`src/rtl/alu64_serial.sv`:
```
// Purpose: bit-serial NOR/XOR/ADD/SUB ALU; SLICE bits of both operands are processed per cycle, carry chained across slices.
// Latency: result valid WIDTH/SLICE cycles after the accept edge; one request in flight at a time.
// Backpressure: result held stable in DONE until out_ready; in_ready low from accept until the result is taken.
module alu64_serial #(
    parameter int WIDTH = 64,
    parameter int SLICE = 1
) (
    input  logic             clk,
    input  logic             rst_n,
    input  logic             in_valid,
    output logic             in_ready,
    input  logic [WIDTH-1:0] a,
    input  logic [WIDTH-1:0] b,
    input  logic             cin,
    input  logic [1:0]       op,
    output logic             out_valid,
    input  logic             out_ready,
    output logic [WIDTH-1:0] s,
    output logic             cout,
    output logic             busy
);

    localparam int NSL = WIDTH / SLICE;
    localparam int CW  = (NSL > 1) ? $clog2(NSL) : 1;
    localparam logic [CW-1:0] LAST = CW'(NSL - 1);

    // A width that does not split into whole slices cannot be sequenced.
    generate
        if (SLICE < 1 || (WIDTH % SLICE) != 0) begin : g_bad_slice
            $error("alu64_serial: WIDTH must be an integer multiple of SLICE");
        end
    endgenerate

    typedef enum logic [1:0] {
        IDLE = 2'b00,
        RUN  = 2'b01,
        DONE = 2'b10
    } state_t;

    state_t           state;
    state_t           state_nx;
    logic [WIDTH-1:0] a_q;
    logic [WIDTH-1:0] b_q;
    logic [WIDTH-1:0] res_q;
    logic [WIDTH-1:0] res_nx;
    logic [1:0]       op_q;
    logic             carry;
    logic [CW-1:0]    cnt;
    logic             valid_q;
    logic [SLICE-1:0] sl_res;
    logic             sl_c;
    logic             ai;
    logic             bi;
    logic             c;

    // One slice of the ripple: low SLICE bits of the shifting operands, carry enters from the previous slice.
    always_comb begin
        sl_res = '0;
        c      = carry;
        ai     = 1'b0;
        bi     = 1'b0;
        for (int i = 0; i < SLICE; i++) begin
            ai = a_q[i];
            bi = b_q[i] ^ (op_q == 2'b11);
            case (op_q)
                2'b00:   sl_res[i] = ~(ai | bi);
                2'b01:   sl_res[i] = ai ^ bi;
                default: sl_res[i] = ai ^ bi ^ c;
            endcase
            c = (ai & bi) | (ai & c) | (bi & c);
        end
        sl_c   = c;
        // New result bits enter at the MSB end; after NSL slices the LSB slice has reached bit 0.
        res_nx = WIDTH'({sl_res, res_q} >> SLICE);
    end

    // Next-state logic; illegal encodings and out-of-range counts fall back to IDLE.
    always_comb begin
        state_nx = state;
        case (state)
            IDLE: if (in_valid) state_nx = RUN;
            RUN: begin
                if (int'(cnt) >= NSL)  state_nx = IDLE;
                else if (cnt == LAST)  state_nx = DONE;
            end
            DONE: if (out_ready) state_nx = IDLE;
            default: state_nx = IDLE;
        endcase
    end

    // State register, plus a registered copy of "next is DONE" so out_valid comes straight from a flop.
    always_ff @(posedge clk or negedge rst_n) begin
        if (!rst_n) begin
            state   <= IDLE;
            valid_q <= 1'b0;
        end else begin
            state   <= state_nx;
            valid_q <= (state_nx == DONE);
        end
    end

    // Operand capture on accept, then shift operands/result one slice per RUN cycle.
    always_ff @(posedge clk or negedge rst_n) begin
        if (!rst_n) begin
            a_q   <= '0;
            b_q   <= '0;
            res_q <= '0;
            op_q  <= 2'b00;
            carry <= 1'b0;
            cnt   <= '0;
        end else if (state == IDLE && in_valid) begin
            a_q   <= a;
            b_q   <= b;
            op_q  <= op;
            carry <= cin;
            cnt   <= '0;
            res_q <= '0;
        end else if (state == RUN) begin
            a_q   <= a_q >> SLICE;
            b_q   <= b_q >> SLICE;
            carry <= sl_c;
            res_q <= res_nx;
            cnt   <= cnt + 1'b1;
        end
    end

    assign in_ready  = (state == IDLE);
    assign busy      = (state == RUN) || (state == DONE);
    assign out_valid = valid_q;
    assign s         = valid_q ? res_q : '0;
    assign cout      = valid_q & op_q[1] & carry;

endmodule

```
`config.mk`:
```
export PLATFORM = sky130hd
export DESIGN_NAME = alu64_serial
export DESIGN_NICKNAME = d
export VERILOG_FILES = /design/src/rtl/alu64_serial.sv
export SDC_FILE = /design/constraint.sdc
export NUM_CORES = 1
export LEC_CHECK = 0
export ABC_AREA = 1
export BUFFER_PORTS_ARGS = -buffer_cell sky130_fd_sc_hd__buf_4
export CORE_UTILIZATION = 45
export DETAILED_ROUTE_END_ITERATION = 8
export PLACE_DENSITY = 0.68
export REMOVE_ABC_BUFFERS = 1
export SLEW_MARGIN = 20
export SYNTH_ARGS = -nofsm -noshare
export SYNTH_HDL_FRONTEND = slang
export SYNTH_SLANG_ARGS = --single-unit
```
`constraint.sdc`:
```
create_clock -name clk -period 1.8 [get_ports clk]
set_input_delay 0 -clock clk [delete_from_list [all_inputs] [get_ports clk]]
set_output_delay 0 -clock clk [all_outputs]
set_load 0.05 [all_outputs]
```
==> results.toml <==
[worst_setup_path]
critical-path-max-stage-delay_ns = 0.40
critical_path_arrival_ns = 2.08
critical_path_start_end_classification = "flip-flop to flip-flop"
critical_path_buf_inv_count = 3
critical_path.cell_chain = "inv_1 > ha_1 > nand2_4 > inv_4 > buf_12 > nand2_1 > o221ai_1"
crit_path_end_kind = "flip-flop"
start_kind = "flip-flop"
worst-path-max-fanout = 49
data_required_critical_path_ns = 2.19
crit_family = "buffers and inverters"
critical_path.slowest_cell = "sky130_fd_sc_hd__dfrtp_1"

[floorplan]
num_io_pins = 203
fp.dieH_um = 144.2
start_util = 0.4631
std_cell_rows = 51
die_area_um2 = 20800
chipWidth_um = 144.2
floorplan.core_area_um2 = 19650

[power_and_ir_drop]
totalPowerFinal_mw = 16.88
vdd_drop_max_uv = 803.6
leakagePower_nw = 6.660
pwr_density_cell_nw_per_um2 = 1297

[yosys]
post_synth_xor_area_fraction = 0.0009622
synthDominantAreaCellType = "sky130_fd_sc_hd__dfrtp_1"
yosys_register_bits = 204
ys_seq_area_frac = 0.5608
synth.area.mux_share = 0
yosys.area_share.adder = 0.01045
synthDominantCellAreaShare = 0.5608
yosys.area_share.simple = 0.1152
post_synth_num_cell_types = 22
synth_compound_gate_area_share = 0.1640
netlist_top_cells_area = "sky130_fd_sc_hd__dfrtp_1 56%, sky130_fd_sc_hd__inv_1 10%, sky130_fd_sc_hd__o221ai_1 10%, sky130_fd_sc_hd__nand2_1 10%, sky130_fd_sc_hd__o22ai_1 4.3%"
netlist_instances = 998
yosysWarnings = 0
syn_area_per_cell_um2 = 9.121
largest_family_of_logic_cells_by_synthesized_area = "compound AO/OA/AOI/OAI gates"
synthesis.area_um2 = 9102

[sta]
worstMarginPinSlew_ns = 0.6023
timing.fmax_mhz = 593.9
timing.final.crit_period_ns = 1.684
rsz0062_at_grt = "no"
final_max_slew_viol_count = 0
finClkSkew_ns = 0.004275
slew_headroom = 0.5984
finalSetupViolCount = 0
timing.final.hold_violations = 0
fin_tns_setup_ns = 0
timing.final.crit_share = 0.9354

[global_routing]
grt.total_usage = 0.2256
overflow = 0
wire_length_of_the_first_global_routing_pass_um = 37690
first_global_vias = 7878
grt_max_degree = 70
number_of_antenna_violations_at_the_first_check_in_global_routing = 0

[clock_network]
htreeDepth = 1
cts.reportedPaths.clkPinSlew_ns = 0.06
post_cts_buffers = 0
cts.sinks = 204
tritoncts = "done"
clk_latency_ns = 0.49
cts_inserted_buffers = 22
cts.path.max_buffers = 3
clockRootBuffer = "sky130_fd_sc_hd__clkbuf_16"

[placed_design]
gpl.final_weighted_congestion = 0.7830
post_detailed_placement_cell_area_um2 = 10930
io_buffers = 202
place.detailed.hpwl_um = 13620

[route]
post_drt_wl_per_cell_um = 14.35
route.antenna.remaining_nets = 0
first_pass_iters = 5
viasPerCell = 5.019
via_count = 8021
drt-initial-drc-count = 426
remaining_drc_errors = 0
route.final.wire_length_um = 22930

[finish]
final_area_um2 = 13020
n_antenna_cell = 0
layout.nets = 1460
area_growth_syn_to_layout_pct = 43.04
final_layout_size_suffix_gt1_frac = 0.1950
finish.utilization = 0.6625

[flow_run]
max_cap_violations = 0

[hold_path]
min_path_type = "input port to async pin"

[outcome]
run_status = "completed"
metal layers:
metal / GRT usage / up-vias / part of all wire
li1: - / 3874 / -
met1: 0.3012 / 3800 / 0.44
met2: 0.3745 / 284 / 0.47
met3: 0.03543 / 63 / 0.058
met4: 0.07756 / 0 / 0.031
met5: 0 / - / 0
worst paths after layout:
kind	startpoint	endpoint	cells past startpoint	slack, ns
worst max-delay path	state[1]	b_q[62]	7	0.12
worst min-delay path	rst_n	res_q[37]	2	0.07
worst max register to register	state[1]	b_q[62]	7	0.12
worst min register to register	a_q[28]	a_q[27]	2	0.48
max in group asynchronous	rst_n	b_q[36]	3	1.03
min in group clk	b[26]	b_q[26]	4	0.26
synth_stat cells:
master / instances
sky130_fd_sc_hd__nand2_2: 3
sky130_fd_sc_hd__o22ai_1: 62
sky130_fd_sc_hd__buf_2: 28
sky130_fd_sc_hd__buf_1: 5
sky130_fd_sc_hd__dfrtp_1: 204
sky130_fd_sc_hd__o21bai_1: 2
sky130_fd_sc_hd__ha_1: 6
sky130_fd_sc_hd__a22o_1: 1
sky130_fd_sc_hd__o21ai_0: 8
sky130_fd_sc_hd__inv_2: 4
sky130_fd_sc_hd__fa_1: 1
sky130_fd_sc_hd__clkbuf_1: 6
sky130_fd_sc_hd__nor2_1: 9
sky130_fd_sc_hd__o221ai_1: 108
sky130_fd_sc_hd__buf_6: 10
sky130_fd_sc_hd__nand3_1: 16
sky130_fd_sc_hd__a21oi_1: 4
sky130_fd_sc_hd__nand2_1: 244
sky130_fd_sc_hd__o211ai_1: 10
sky130_fd_sc_hd__xor2_1: 1
sky130_fd_sc_hd__inv_1: 254
sky130_fd_sc_hd__buf_4: 12
layout make-up:
| type | instances | area [um2] |
|---|---|---|
| Timing Repair Buffer | 357 | 3222 |
| Fill cell | 1563 | 6634 |
| Sequential cell | 204 | 5106 |
| Inverter | 258 | 970.9 |
| Clock buffer | 38 | 681.9 |
| Multi-Input combinational cell | 475 | 2678 |
| Clock inverter | 1 | 30.03 |
| Tap cell | 265 | 331.6 |
sequential cells by signal, summed over array words and instances (netlist names):
register   flops
res_q         64
a_q           64
b_q           64
cnt            6
op_q           2
carry          1
out_valid      1
state          2
cell families after synthesis:
group | count (synthesis)
AND/OR/NAND/NOR | 272
XOR/XNOR | 1
AO/OA/AOI/OAI | 195
buffers and inverters | 319
adder cells (fa/ha/maj) | 7
flip-flops | 204
repair_timing:
| item | in CTS | in global routing |
|---|---|---|
| hold buffers | 134 | 0 |
| endpoints found under the setup margin | 0 | 75 |
| resized for setup | 0 | 2 |
| endpoints found under the hold margin | 297 | 0 |
layout by cell type (no fill, tap or decap), types with 2 or more instances in the layout:
master                          netlist  layout
sky130_fd_sc_hd__inv_2                4       3
sky130_fd_sc_hd__o221ai_1           108     108
sky130_fd_sc_hd__nand2_1            244     244
sky130_fd_sc_hd__o22ai_1             62      62
sky130_fd_sc_hd__nand3_1             16      16
sky130_fd_sc_hd__dlygate4sd3_1        0     134
sky130_fd_sc_hd__nand2_8              0       2
sky130_fd_sc_hd__buf_12               0      13
sky130_fd_sc_hd__buf_4               12     207
sky130_fd_sc_hd__inv_1              254     254
sky130_fd_sc_hd__clkbuf_1             6      10
sky130_fd_sc_hd__ha_1                 6       6
sky130_fd_sc_hd__a21oi_1              4       4
sky130_fd_sc_hd__clkbuf_16            0      24
sky130_fd_sc_hd__dfrtp_1            204     203
sky130_fd_sc_hd__clkbuf_8             0       6
sky130_fd_sc_hd__o21ai_0              8       8
sky130_fd_sc_hd__o21bai_1             2       2
sky130_fd_sc_hd__nor2_1               9       9
sky130_fd_sc_hd__o211ai_1            10      10
stage by stage:
step                worst slack [ns]  hold WS (ns)  instances
finish                        0.1162       0.07262       1598
global placement              0.1243       0.05033       1424
global route                 0.01678        0.1404       1598
detailed placement           0.07759       0.05407       1424
CTS                          0.08085       0.09980       1597
floorplan                     -1.898       -0.2956        937
power by group:
group / switching, mW / leakage, nW / internal, mW
clock network: 1.74 / 0.345 / 2.70
registers: 0.478 / 2.65 / 6.05
logic: 3.59 / 3.66 / 2.33
total: 5.81 / 6.66 / 11.1
Note: power is estimated with default switching activity, not from simulation.
